<file path="src/rtl/sram_arbiter.sv">
// Two-port arbiter in front of a 4-chip byte-wide asynchronous SRAM bank.
// Each 32-bit request becomes one SETUP/STROBE/HOLD cycle per enabled byte.
`timescale 1ns/1ps
module sram_arbiter #(
  parameter int WAIT_CYCLES  = 2,
  parameter bit FIXED_PRIO_A = 1'b0
) (
  input  logic        i_clk,
  input  logic        i_reset_n,
  input  logic        i_a_req,
  input  logic        i_a_we,
  input  logic [20:0] i_a_addr,
  input  logic [3:0]  i_a_be,
  input  logic [31:0] i_a_wdata,
  output logic        o_a_ack,
  output logic [31:0] o_a_rdata,
  input  logic        i_b_req,
  input  logic        i_b_we,
  input  logic [20:0] i_b_addr,
  input  logic [3:0]  i_b_be,
  input  logic [31:0] i_b_wdata,
  output logic        o_b_ack,
  output logic [31:0] o_b_rdata,
  output logic [3:0]  o_sram_cs_n,
  output logic        o_sram_read_n,
  output logic        o_sram_write_n,
  output logic [20:0] o_sram_addr,
  output logic [7:0]  o_sram_data,
  output logic        o_sram_data_oe,
  input  logic [7:0]  i_sram_data,
  output logic        o_busy
);

  typedef enum logic [2:0] {
    ST_IDLE   = 3'd0,
    ST_SETUP  = 3'd1,
    ST_STROBE = 3'd2,
    ST_HOLD   = 3'd3,
    ST_ACK    = 3'd4
  } state_t;

  localparam logic [3:0] LAST_CNT = 4'(WAIT_CYCLES - 1);

  // {found, index} of the lowest set bit
  function automatic logic [2:0] first_set(input logic [3:0] mask);
    logic [2:0] res;
    casez (mask)
      4'b???1: res = 3'b100;
      4'b??10: res = 3'b101;
      4'b?100: res = 3'b110;
      4'b1000: res = 3'b111;
      default: res = 3'b000;
    endcase
    return res;
  endfunction

  function automatic logic [3:0] above_mask(input logic [1:0] idx);
    logic [3:0] res;
    case (idx)
      2'd0:    res = 4'b1110;
      2'd1:    res = 4'b1100;
      2'd2:    res = 4'b1000;
      default: res = 4'b0000;
    endcase
    return res;
  endfunction

  function automatic logic [3:0] cs_decode(input logic [1:0] sel);
    logic [3:0] res;
    case (sel)
      2'd0:    res = 4'b1110;
      2'd1:    res = 4'b1101;
      2'd2:    res = 4'b1011;
      2'd3:    res = 4'b0111;
      default: res = 4'b1111;
    endcase
    return res;
  endfunction

  state_t      state_r, state_s;
  logic        port_b_r, port_b_s;
  logic        we_r, we_s;
  logic [20:0] waddr_r, waddr_s;
  logic [3:0]  be_r, be_s;
  logic [31:0] wdata_r, wdata_s;
  logic [1:0]  idx_r, idx_s;
  logic [3:0]  cnt_r, cnt_s;
  logic [31:0] rdbuf_r, rdbuf_s;
  logic        favour_b_r, favour_b_s;
  logic        pick_b_s;
  logic [2:0]  first_s, next_s;

  logic [3:0]  cs_n_r, cs_n_s;
  logic        rd_n_r, rd_n_s;
  logic        wr_n_r, wr_n_s;
  logic [20:0] addr_r, addr_s;
  logic [7:0]  dout_r, dout_s;
  logic        oe_r, oe_s;
  logic        a_ack_r, a_ack_s;
  logic        b_ack_r, b_ack_s;
  logic [31:0] a_rdata_r, a_rdata_s;
  logic [31:0] b_rdata_r, b_rdata_s;
  logic        busy_r, busy_s;

  // Next-state, latch and output decode
  always_comb begin
    state_s    = state_r;
    port_b_s   = port_b_r;
    we_s       = we_r;
    waddr_s    = waddr_r;
    be_s       = be_r;
    wdata_s    = wdata_r;
    idx_s      = idx_r;
    cnt_s      = cnt_r;
    rdbuf_s    = rdbuf_r;
    favour_b_s = favour_b_r;
    pick_b_s   = 1'b0;
    first_s    = 3'b000;
    next_s     = 3'b000;
    cs_n_s     = 4'hF;
    rd_n_s     = 1'b1;
    wr_n_s     = 1'b1;
    addr_s     = addr_r;
    dout_s     = dout_r;
    oe_s       = 1'b0;
    a_ack_s    = 1'b0;
    b_ack_s    = 1'b0;
    a_rdata_s  = a_rdata_r;
    b_rdata_s  = b_rdata_r;

    case (state_r)
      ST_IDLE: begin
        if (i_a_req || i_b_req) begin
          pick_b_s   = i_b_req && (!i_a_req || (!FIXED_PRIO_A && favour_b_r));
          port_b_s   = pick_b_s;
          favour_b_s = !pick_b_s;
          if (pick_b_s) begin
            we_s    = i_b_we;
            waddr_s = i_b_addr;
            be_s    = i_b_be;
            wdata_s = i_b_wdata;
          end else begin
            we_s    = i_a_we;
            waddr_s = i_a_addr;
            be_s    = i_a_be;
            wdata_s = i_a_wdata;
          end
          rdbuf_s = 32'h0000_0000;
          first_s = first_set(be_s);
          idx_s   = first_s[1:0];
          if (first_s[2]) begin
            state_s = ST_SETUP;
          end else begin
            state_s = ST_ACK;
          end
        end else begin
          state_s = ST_IDLE;
        end
      end
      ST_SETUP: begin
        cnt_s   = 4'd0;
        state_s = ST_STROBE;
      end
      ST_STROBE: begin
        if (cnt_r == LAST_CNT) begin
          if (!we_r) begin
            rdbuf_s[{idx_r, 3'b000} +: 8] = i_sram_data;
          end else begin
            rdbuf_s = rdbuf_r;
          end
          state_s = ST_HOLD;
        end else begin
          cnt_s   = cnt_r + 4'd1;
          state_s = ST_STROBE;
        end
      end
      ST_HOLD: begin
        next_s = first_set(be_r & above_mask(idx_r));
        if (next_s[2]) begin
          idx_s   = next_s[1:0];
          state_s = ST_SETUP;
        end else begin
          state_s = ST_ACK;
        end
      end
      ST_ACK: begin
        state_s = ST_IDLE;
      end
      default: begin
        state_s = ST_IDLE;
      end
    endcase

    // Pins are decoded from the next state so they register in step with it
    case (state_s)
      ST_SETUP, ST_STROBE, ST_HOLD: begin
        cs_n_s = cs_decode(waddr_s[20:19]);
        addr_s = {waddr_s[18:0], idx_s};
        oe_s   = we_s;
        if (we_s) begin
          dout_s = wdata_s[{idx_s, 3'b000} +: 8];
        end else begin
          dout_s = 8'h00;
        end
        if (state_s == ST_STROBE) begin
          rd_n_s = we_s;
          wr_n_s = !we_s;
        end else begin
          rd_n_s = 1'b1;
          wr_n_s = 1'b1;
        end
      end
      ST_ACK: begin
        if (port_b_s) begin
          b_ack_s = 1'b1;
          if (!we_s) begin
            b_rdata_s = rdbuf_s;
          end else begin
            b_rdata_s = b_rdata_r;
          end
        end else begin
          a_ack_s = 1'b1;
          if (!we_s) begin
            a_rdata_s = rdbuf_s;
          end else begin
            a_rdata_s = a_rdata_r;
          end
        end
      end
      default: begin
        cs_n_s = 4'hF;
        oe_s   = 1'b0;
      end
    endcase

    busy_s = (state_s != ST_IDLE);
  end

  // State, transaction context and registered outputs
  always_ff @(posedge i_clk or negedge i_reset_n) begin
    if (!i_reset_n) begin
      state_r    <= ST_IDLE;
      port_b_r   <= 1'b0;
      we_r       <= 1'b0;
      waddr_r    <= 21'h0;
      be_r       <= 4'h0;
      wdata_r    <= 32'h0;
      idx_r      <= 2'd0;
      cnt_r      <= 4'd0;
      rdbuf_r    <= 32'h0;
      favour_b_r <= 1'b0;
      cs_n_r     <= 4'hF;
      rd_n_r     <= 1'b1;
      wr_n_r     <= 1'b1;
      addr_r     <= 21'h0;
      dout_r     <= 8'h00;
      oe_r       <= 1'b0;
      a_ack_r    <= 1'b0;
      b_ack_r    <= 1'b0;
      a_rdata_r  <= 32'h0;
      b_rdata_r  <= 32'h0;
      busy_r     <= 1'b0;
    end else begin
      state_r    <= state_s;
      port_b_r   <= port_b_s;
      we_r       <= we_s;
      waddr_r    <= waddr_s;
      be_r       <= be_s;
      wdata_r    <= wdata_s;
      idx_r      <= idx_s;
      cnt_r      <= cnt_s;
      rdbuf_r    <= rdbuf_s;
      favour_b_r <= favour_b_s;
      cs_n_r     <= cs_n_s;
      rd_n_r     <= rd_n_s;
      wr_n_r     <= wr_n_s;
      addr_r     <= addr_s;
      dout_r     <= dout_s;
      oe_r       <= oe_s;
      a_ack_r    <= a_ack_s;
      b_ack_r    <= b_ack_s;
      a_rdata_r  <= a_rdata_s;
      b_rdata_r  <= b_rdata_s;
      busy_r     <= busy_s;
    end
  end

  assign o_sram_cs_n    = cs_n_r;
  assign o_sram_read_n  = rd_n_r;
  assign o_sram_write_n = wr_n_r;
  assign o_sram_addr    = addr_r;
  assign o_sram_data    = dout_r;
  assign o_sram_data_oe = oe_r;
  assign o_a_ack        = a_ack_r;
  assign o_b_ack        = b_ack_r;
  assign o_a_rdata      = a_rdata_r;
  assign o_b_rdata      = b_rdata_r;
  assign o_busy         = busy_r;

endmodule

</file>
<file path="config.mk">
export PLATFORM = sky130hd
export DESIGN_NAME = sram_arbiter
export DESIGN_NICKNAME = d
export VERILOG_FILES = /design/src/rtl/sram_arbiter.sv
export SDC_FILE = /design/constraint.sdc
export NUM_CORES = 1
export LEC_CHECK = 0
export BUFFER_PORTS_ARGS = -buffer_cell sky130_fd_sc_hd__buf_2
export CAP_MARGIN = 0
export CORE_ASPECT_RATIO = 0.75
export CORE_MARGIN = 3
export CORE_UTILIZATION = 32
export CTS_BUF_LIST = sky130_fd_sc_hd__clkbuf_8
export CTS_CLUSTER_DIAMETER = 60
export CTS_CLUSTER_SIZE = 20
export DETAILED_ROUTE_END_ITERATION = 7
export SLEW_MARGIN = 15
export SYNTH_ARGS = -nofsm -noshare
export SYNTH_HDL_FRONTEND = slang
export SYNTH_SLANG_ARGS = --single-unit
</file>
<file path="constraint.sdc">
create_clock -name i_clk -period 2.6 [get_ports i_clk]
set_input_delay 0.26 -clock i_clk [delete_from_list [all_inputs] [get_ports i_clk]]
set_output_delay 0.26 -clock i_clk [all_outputs]
set_load 0.01 [all_outputs]
</file>
==> out/results.ini <==
[sta]
setup_viol=0
hold_viol=0
fin_crit_ns=2.47
slew_headroom_pct=56.1
tightest_slew_ns=0.659
setup_ws_ns=0.126
rsz0062_at_grt=no
drv_slew=0
finalCritPeriodShare_pct=95.1
fmax_mhz=404
fin_tns_setup_ns=0
finalClockSkew_ns=0.0280

[logic_synthesis]
avgSynthCellArea_um2=12.4
ys_top_cells_by_area=dfrtp_1 (55%), mux2_2 (9.9%), mux2i_1 (5.5%)
synthArstFlopShare_pct=100
synthMuxAreaShare_pct=16.1
yosysTopAreaCell=dfrtp_1
synth_compound_area_share_pct=14.0
netlist_area_mm2=0.00898
yosysWarnings=0
synth_nets=862
synth_xor_area_share_pct=0
synth_edf_count=0
ys.flop_type=dfrtp_1
synth_top_family_by_area=multiplexers
synth-adder-area-share_pct=1.11
ys_ff_latch=203
yosys.area_share.simple_pct=9.22
synthCells=726
synth.distinct_cells=56
yosysSeqAreaShare_pct=56.6
synth_top_area_share_pct=54.9

[drt]
drtAntennaViolNets=0
drtIter0Drc=302
first_pass_iters=4
vias_per_cell=4.87
wl_per_cell_um=18.0
drt_wl_total_um=24100
vias=6505
drc=0

[grt]
grt_util_met1_pct=22.9
antenna_found_initial=0
grt_max_degree=80
grt-ovfl-total=0
grtUsageMet2_pct=23.8
grt_pass1_wl_um=37100
use_met3_pct=3.18
busiest_layer=met2
grt_usage_pct=15.4
grt_pass1_vias=6623

[setup_path]
start_kind=flop
r2r_cells=7
cp-end-kind=flop
cp_data_required_time_ns=3.00
critical_path_class=flop to flop
crit_arrival_ns=2.87
path_max_fanout=16

[placement]
dp_slack_ns=0.0754
gp_congestion=0.794
hpwl_um=17200
port_buffers=230

[clock_network]
numCtsBuffers=16
cts_root_buf=clkbuf_8
clkTransAtPathRegs_ns=0.13
cts_sinks=203
clk_path_buf_depth=3
htree_num_levels=1
insertion_delay_ns=0.52
cts_tree=yes

[min_path]
hold_depth=3
hold_path_class=primary input to flop

[power_and_ir_drop]
p_leak_nw=5.73
pwr_density_cell_mw_per_mm2=988
ir_worst_vdd_mv=0.437

[finish]
antenna_cells=0
fin_util_pct=41.1
seqCellArea_mm2=0.00509
layout-drive-gt1-share_pct=41.9
multi_input_area_mm2=0.00365
syn_to_final_growth_pct=24.9
nFillCells=2620
nNetsFinal=1113

[floorplan]
rows=52
die_w_um=199
die_area_mm2=0.0301
start_util_pct=32.9
die_h_um=151
io_pins=231
core_area_mm2=0.0273

[status]
status=finished clean

[flow_run]
cap_viol_max_count=0

## flip-flops by register name, indices dropped and copies added, names as in the netlist, 2 cells and up
name         cells
o_sram_data      8
state_r          3
be_r             3
rdbuf_r         32
wdata_r         32
o_b_rdata       32
o_sram_addr     21
cnt_r            4
waddr_r         21
idx_r            2
o_a_rdata       32
o_sram_cs_n      4
## placed cells by master (no fill, tap or decap), types with 4 or more instances in the layout
cell type | netlist | routed
a22o_2 | 16 | 16
inv_1 | 12 | 13
and4_1 | 8 | 8
mux2i_1 | 49 | 49
a22o_1 | 15 | 15
o21ai_0 | 49 | 49
buf_4 | 6 | 31
buf_2 | 16 | 229
nor2_1 | 28 | 27
clkbuf_8 | 0 | 18
nand2b_1 | 4 | 4
and3_1 | 18 | 18
o31a_1 | 8 | 8
a21boi_0 | 9 | 9
nand2_1 | 65 | 64
mux2_1 | 6 | 6
nor2b_1 | 4 | 4
nand3_1 | 7 | 7
mux2_2 | 79 | 79
a311oi_1 | 8 | 8
o21bai_1 | 10 | 10
buf_12 | 0 | 7
dlygate4sd3_1 | 0 | 9
dfrtp_1 | 197 | 197
dfstp_2 | 6 | 6
a21oi_1 | 7 | 7
ha_1 | 8 | 8
o211ai_1 | 19 | 19
a211oi_1 | 8 | 8
a21o_1 | 6 | 5
## through the flow
stage	hold WS [ns]	instances	total power (W)	instance area, um2
final	0.0482	1337	0.0111	11200
after global routing	0.0358	1337	0.0119	11200
after CTS	0.00461	1335	0.0112	11200
after detailed placement	0.357	1299	0.00925	10700
after global placement	0.344	1299	0.00917	10700
after floorplan	-0.0356	726	0.00762	8980
## report_power, final
group | internal (W) | switching [W] | total, W | leakage [nW]
logic | 0.00207 | 0.00279 | 0.00486 | 2.91
clock network | 0.000755 | 0.00113 | 0.00189 | 0.179
registers | 0.00401 | 0.000331 | 0.00434 | 2.64
total | 0.00683 | 0.00425 | 0.0111 | 5.73
## cell usage after synthesis (all sizes together) (3+ instances only)
master	n
dfrtp	197
mux2	85
nand2	65
mux2i	49
o21ai	49
a22o	31
nor2	28
buf	25
clkbuf	20
o211ai	19
and3	18
inv	13
o21bai	10
a21boi	9
a211oi	8
a311oi	8
and4	8
ha	8
o31a	8
a21oi	7
nand3	7
a21o	6
dfstp	6
nor3	5
a31oi	4
nand2b	4
nor2b	4
nor4b	3
or2	3
## logic make-up (layout without fill, tap and decap cells)
logic type	Yosys count	in the layout
fa+ha+maj	8	8
mux	134	134
flops	203	203
simple gates	153	153
buf+inv	58	318
compound gates	170	170
## area by class of cell
class / instances / area share (%)
Sequential cell: 203 / 45.3
Timing Repair Buffer: 278 / 14.7
Multi-Input combinational cell: 465 / 32.6
Clock buffer: 17 / 2.09
Clock inverter: 10 / 0.959
Inverter: 13 / 0.435
Tap cell: 351 / 3.91
## path summary, 6_finish.rpt
kind | startpoint | end | slack (ns)
min in group asynchronous | i_reset_n | waddr_r[12] | 0.35
max in group asynchronous | i_reset_n | o_a_rdata[28] | 1.41
max | state_r[2] | o_a_rdata[19] | 0.13
max reg2reg | state_r[2] | o_a_rdata[19] | 0.13
min reg2reg | favour_b_r | favour_b_r | 0.49
min | i_a_wdata[27] | wdata_r[27] | 0.05
## repair_timing
action,in CTS,in global routing
setup buffers,0,1
hold endpoints to repair,78,0
resized for setup,0,6
hold buffers,9,0
endpoints found under the setup margin,0,37
## per-layer routing
metal / vias up / wire, um / share of wire [%]
met1: 3198 / 11500 / 48
met5: - / 0 / 0
li1: 3158 / - / -
met3: 19 / 1430 / 5.9
met2: 130 / 10900 / 45
met4: 0 / 260 / 1.1
## worst max-delay path, stage by stage (launching register included)
cell	delay, ns
dfrtp_1	0.45
nand2b_1	0.18
or2_2	0.33
o32a_1	0.48
nor3_4	0.26
buf_12	0.14
clkbuf_16	0.19
mux2_2	0.34
Note: power is estimated with default switching activity, not from simulation.
